File: src/rtl/retire_trace_fifo.sv
// retire_trace_fifo: windowed capture of retired-instruction records into a drop-on-full FIFO
// drained over valid/ready; the core is never stalled.
module retire_trace_fifo #(
    parameter int DEPTH   = 16,
    parameter int SEQ_W   = 16,
    parameter int TRACE_W = 189 + SEQ_W
) (
    input  logic                       clk,
    input  logic                       reset,
    input  logic                       cfg_en,
    input  logic                       cfg_trig_en,
    input  logic [31:0]                cfg_trig_pc,
    input  logic [15:0]                cfg_limit,
    input  logic                       ret_valid,
    input  logic [31:0]                ret_pc,
    input  logic [6:0]                 ret_op,
    input  logic [2:0]                 ret_funct3,
    input  logic                       ret_sub,
    input  logic [4:0]                 ret_rs1,
    input  logic [4:0]                 ret_rs2,
    input  logic [4:0]                 ret_rd,
    input  logic [31:0]                ret_result,
    input  logic                       ret_dmem_we,
    input  logic [31:0]                ret_dmem_addr,
    input  logic [31:0]                ret_dmem_wd,
    input  logic [31:0]                ret_dmem_rd,
    input  logic                       ret_regwrite,
    input  logic                       ret_memtoreg,
    output logic                       trace_valid,
    input  logic                       trace_ready,
    output logic [TRACE_W-1:0]         trace_data,
    output logic [$clog2(DEPTH):0]     fifo_count,
    output logic [1:0]                 state,
    output logic                       overflow,
    output logic [15:0]                drop_cnt
);
    localparam int AW = $clog2(DEPTH);
    typedef enum logic [1:0] {IDLE, ARMED, CAPTURE, DONE} state_t;
    state_t st;
    logic trig_en_l;
    logic [31:0] trig_pc_l;
    logic [15:0] limit_l, cap_cnt, cap_next;
    logic [SEQ_W-1:0] seq;
    logic [TRACE_W-1:0] mem [DEPTH];
    logic [TRACE_W-1:0] rec;
    logic [AW-1:0] wr_ptr, rd_ptr;
    logic hit, push_req, push, pop, full;
    assign state = st;
    assign rec = {seq, ret_pc, ret_op, ret_funct3, ret_sub, ret_rs1, ret_rs2, ret_rd, ret_result,
                  ret_dmem_we, ret_dmem_addr, ret_dmem_wd, ret_dmem_rd, ret_regwrite, ret_memtoreg};
    assign trace_valid = fifo_count != '0;
    assign trace_data = trace_valid ? mem[rd_ptr] : '0;
    always_comb begin
        hit = ret_valid && (!trig_en_l || ret_pc == trig_pc_l);
        push_req = cfg_en && ((st == ARMED && hit) || (st == CAPTURE && ret_valid));
        pop = trace_valid && trace_ready;
        full = fifo_count == (AW+1)'(DEPTH);
        push = push_req && (!full || pop);
        cap_next = cap_cnt + 16'd1;
    end
    always_ff @(posedge clk)
        if (push) mem[wr_ptr] <= rec;
    always_ff @(posedge clk) begin
        if (reset) begin
            st <= IDLE;
            wr_ptr <= '0;
            rd_ptr <= '0;
            fifo_count <= '0;
            overflow <= 1'b0;
            drop_cnt <= '0;
            seq <= '0;
            cap_cnt <= '0;
            trig_en_l <= 1'b0;
            trig_pc_l <= '0;
            limit_l <= '0;
        end else begin
            if (push) wr_ptr <= wr_ptr + 1'b1;
            if (pop) rd_ptr <= rd_ptr + 1'b1;
            fifo_count <= fifo_count + {{AW{1'b0}}, push} - {{AW{1'b0}}, pop};
            if (push_req && !push) begin
                overflow <= 1'b1;
                drop_cnt <= drop_cnt + {15'd0, drop_cnt != 16'hFFFF};
            end
            if (st != IDLE && ret_valid) seq <= seq + 1'b1;
            if (!cfg_en) st <= IDLE;
            else if (st == IDLE) begin
                st <= ARMED;
                trig_en_l <= cfg_trig_en;
                trig_pc_l <= cfg_trig_pc;
                limit_l <= cfg_limit;
                seq <= '0;
                cap_cnt <= '0;
                overflow <= 1'b0;
                drop_cnt <= '0;
            end else if (st == ARMED && hit) begin
                cap_cnt <= 16'd1;
                st <= limit_l == 16'd1 ? DONE : CAPTURE;
            end else if (st == CAPTURE && ret_valid) begin
                cap_cnt <= cap_next;
                if (limit_l != '0 && cap_next == limit_l) st <= DONE;
            end
        end
    end
endmodule
File: config.mk
export PLATFORM = sky130hd
export DESIGN_NAME = retire_trace_fifo
export DESIGN_NICKNAME = d
export VERILOG_FILES = /design/src/rtl/retire_trace_fifo.sv
export SDC_FILE = /design/constraint.sdc
export NUM_CORES = 2
export LEC_CHECK = 0
export ABC_AREA = 1
export ABC_CLOCK_PERIOD_IN_PS = 33200
export CORE_MARGIN = 2
export CORE_UTILIZATION = 60
export CTS_BUF_LIST = sky130_fd_sc_hd__clkbuf_4 sky130_fd_sc_hd__clkbuf_8
export DETAILED_ROUTE_END_ITERATION = 8
export MAX_ROUTING_LAYER = met4
export PLACE_DENSITY_LB_ADDON = 0.05
export SYNTH_ARGS = -nofsm -noshare
export SYNTH_HDL_FRONTEND = slang
export SYNTH_SLANG_ARGS = --single-unit
File: constraint.sdc
create_clock -name clk -period 33.2 [get_ports clk]
set_clock_uncertainty 0.05 [all_clocks]
set_input_delay 4.98 -clock clk [delete_from_list [all_inputs] [get_ports clk]]
set_output_delay 4.98 -clock clk [all_outputs]
set_load 0.005 [all_outputs]
==> results.md <==
* Status: finished with violations
* Failing checks: max-slew violations
* Worst Path Arrival at approximately 7.3 ns
* Vias in the first global route at just over 80000
* Post-CTS Setup Bufs at 0
* Clk Latency, worst-skew pair at 1.09 ns
* Post-layout nets at between 10000 and 15000
* DP HPWL at around 170000 um
* Critical Path Source Type: register
* Final Wtd Congestion at just over 0.8
* First-pass GRT wire length at about 520000 um
* CTS root buffer: clkbuf_8
* Worst Path Buf+Inv at 5
* Total power at 10.4 mW
* Worst slew pin tran at about 1.5 ns
* Min Tclk post-route at roughly 12 ns
* Die width at approximately 470 um
* Die Y at around 470 um
* Area leader, netlist: edfxtp_1
* CTS tree: done
* Max VDD drop at 0.169 mV
* Sequential fraction of the synthesis area at between 70% and 80%
* DRT iter0 DRCs at approximately 10000
* Cts bufs inserted at 563
* Post-CTS resize count at 0
* WL met3 at between 30000 and 40000 um
* Initial core utilization at 60.3%
* Sink Count at 3397
* Mapped Cells at roughly 9600
* Commonest non-fill, non-tap cell in the layout: edfxtp_1
* PD cells at 70.0 nW/um^2
* Most frequent cells in the layout: 3280 x edfxtp_1, 1802 x nor2_1, 1311 x o21ai_0, 595 x o221ai_1, 592 x clkbuf_8
* Fin. max-slew vios at 14
* Row cnt at 172
* Max incr delay on CP at 1.00 ns
* Via/cell ratio at about 6.4
* Count of flip-flops with a built-in enable after synthesis at ~3300
* Crit-path most repeated cell: buf_4
* Type of the tightest min-delay check: reg -> reg
* Crit-path cells: inv_8 -> buf_4 -> buf_4 -> buf_4 -> o21ai_0 -> o221ai_1 -> nand3_1 -> a21oi_1 -> clkdlybuf4s50_1
* Synth cell types at 37
* Post-Synthesis Net Count at between 9000 and 10000
* Die area at around 220000 um^2
* Final Setup Violations at 0
* Top Layer Used: met4
* Synth Cell Area at approximately 130000 um^2
* Top cells by area, synth: edfxtp_1 74%, nor2_1 5.2%, o21ai_0 5.0%
* Yosys warns at 0
* Mean routed wirelength per cell at 26.2 um
* Hold_buf cts at 0
* First-pass iteration count of the detailed router at 6
* Crit. End Element: output port
* Area growth, synth to finish at 12.9%
* Worst reg2reg setup slack at about 27 ns
* Routed wire length on met2 at ~160000 um
* Initial antenna violation count at 40
* Max_slew headroom at -0.339%
* Setup TNS at 0 ns
* Max clock buf depth at 4
* Flip-flop and latch count after synthesis at ~3400
* Main flop type after synthesis: edfxtp_1
* DRC Markers at 0
* Syn_area_per_cell at roughly 14 um^2
* Core area at around 220000 um^2
* Leakage power at between 40 and 50 nW
* WP data required at approximately 28 ns
* Top delay family on crit path: buffers and inverters
* Metal-1 WL at approximately 140000 um
* Max FO, Critical Path at around 190
* Critical path class: reg -> out
* Total of max-cap violations at 0
* Total gr overflow at 0
* Unrepaired setup endpoints after global routing: no
* Asr flop ratio synth at 0%
* I/O pins at between 400 and 500
* Worst-path clk slew at approximately 0.060 ns
* H-tree levels at 6
* Gr usage total at 31.6%
* Share of layout cells above drive strength 1 at about a tenth
* Vias at around 86000
* CP max stage cell: buf_4
* Antenna Nets Post-Route at 0
* Crit share post-route at around 37%
* Final WL at 350000 um
* Largest net degree at the start of global routing at 247
* Yosys top cell area share at between 70% and 80%
* Final hold violation count at 0
* IO Port Bufs at ~470
* Fmax at approximately 81 MHz
## final timing paths
path	from	endpoint	cells after the start
worst min register to register	trig_pc_l[29]	trig_pc_l[29]	2
worst max-delay path	register	trace_data[116]	9
worst max register to register	trig_pc_l[6]	mem[0][135]	16
worst min-delay path	trig_pc_l[29]	trig_pc_l[29]	2
## worst min-delay path, cell delays in order (launching register included)
cell and delay (ns):
dfxtp_1 0.31, inv_1 0.06, a21oi_1 0.05
## routing by layer
layer  track usage (%)  vias to the layer above
met5                 -                        -
met4              9.29                        0
met3              5.28                      597
met2              48.0                     4247
met1              44.7                    43300
li1                  -                    37600
## state kept, by name, indices dropped and copies added, names as in the netlist, named ones only
name and cells:
wr_ptr 4, mem 3280, trig_pc_l 32, seq 16
rd_ptr 4, overflow 1, drop_cnt 16, state 2
trig_en_l 1, fifo_count 5, cap_cnt 16, limit_l 16
## synthesized netlist by cell type (2+ instances only)
cell type	n
a21oi_1	257
buf_1	24
buf_2	164
buf_4	43
buf_6	4
clkbuf_1	495
clkinv_1	4
dfxtp_1	117
edfxtp_1	3280
ha_1	15
inv_1	84
inv_2	8
nand2_1	210
nand2_2	3
nand3_1	211
nand3_2	4
nand4_1	9
nor2_1	1819
nor2_2	6
nor2_4	2
nor3_1	9
o211ai_1	225
o21ai_0	1311
o21ai_1	391
o221ai_1	595
o22ai_1	225
xnor2_1	34
xor2_1	37
## power breakdown
group          internal (mW)  switching [mW]  total [mW]
Combinational          0.775            1.47        2.24
Sequential              4.71          0.0218        4.73
Clock                   1.88            1.59        3.47
## metrics by stage
stage | setup WS, ns | hold slack [ns] | utilization (%) | instances | instance area (um^2)
final | 20.87 | 0.419 | 68.1 | 13300 | 149000
after global routing | 20.46 | 0.450 | 68.1 | 13300 | 149000
after CTS | 20.88 | 0.422 | 68.0 | 13300 | 149000
after detailed placement | 21.79 | 0.413 | 63.3 | 12300 | 139000
after global placement | 21.86 | 0.402 | 63.3 | 12300 | 139000
after floorplan | 17.86 | 0.386 | - | 9595 | 132000
## cell families (layout without fill, tap and decap cells)
family,Yosys count,after routing,synth area share (%)
DFF,3397,3397,76.3
AOI/OAI and AO/OA,3006,3006,13.7
other,0,43,0
adders and majority gates,16,16,0.157
and+or+nand+nor,2278,2278,6.75
xor gates and xnor gates,72,72,0.487
buffers and inverters,826,1647,2.64
## final cells by class
cell class / count / area, um^2
timing repair buffer: 600 / 5900
clock inverter: 172 / 877
fill: 15100 / 70000
antenna: 43 / 108
tap: 2871 / 3590
clock buffer: 779 / 9550
multi-input combinational: 5372 / 28000
inverter: 96 / 390
sequential: 3397 / 101000
(Power assumes the default switching activity.)
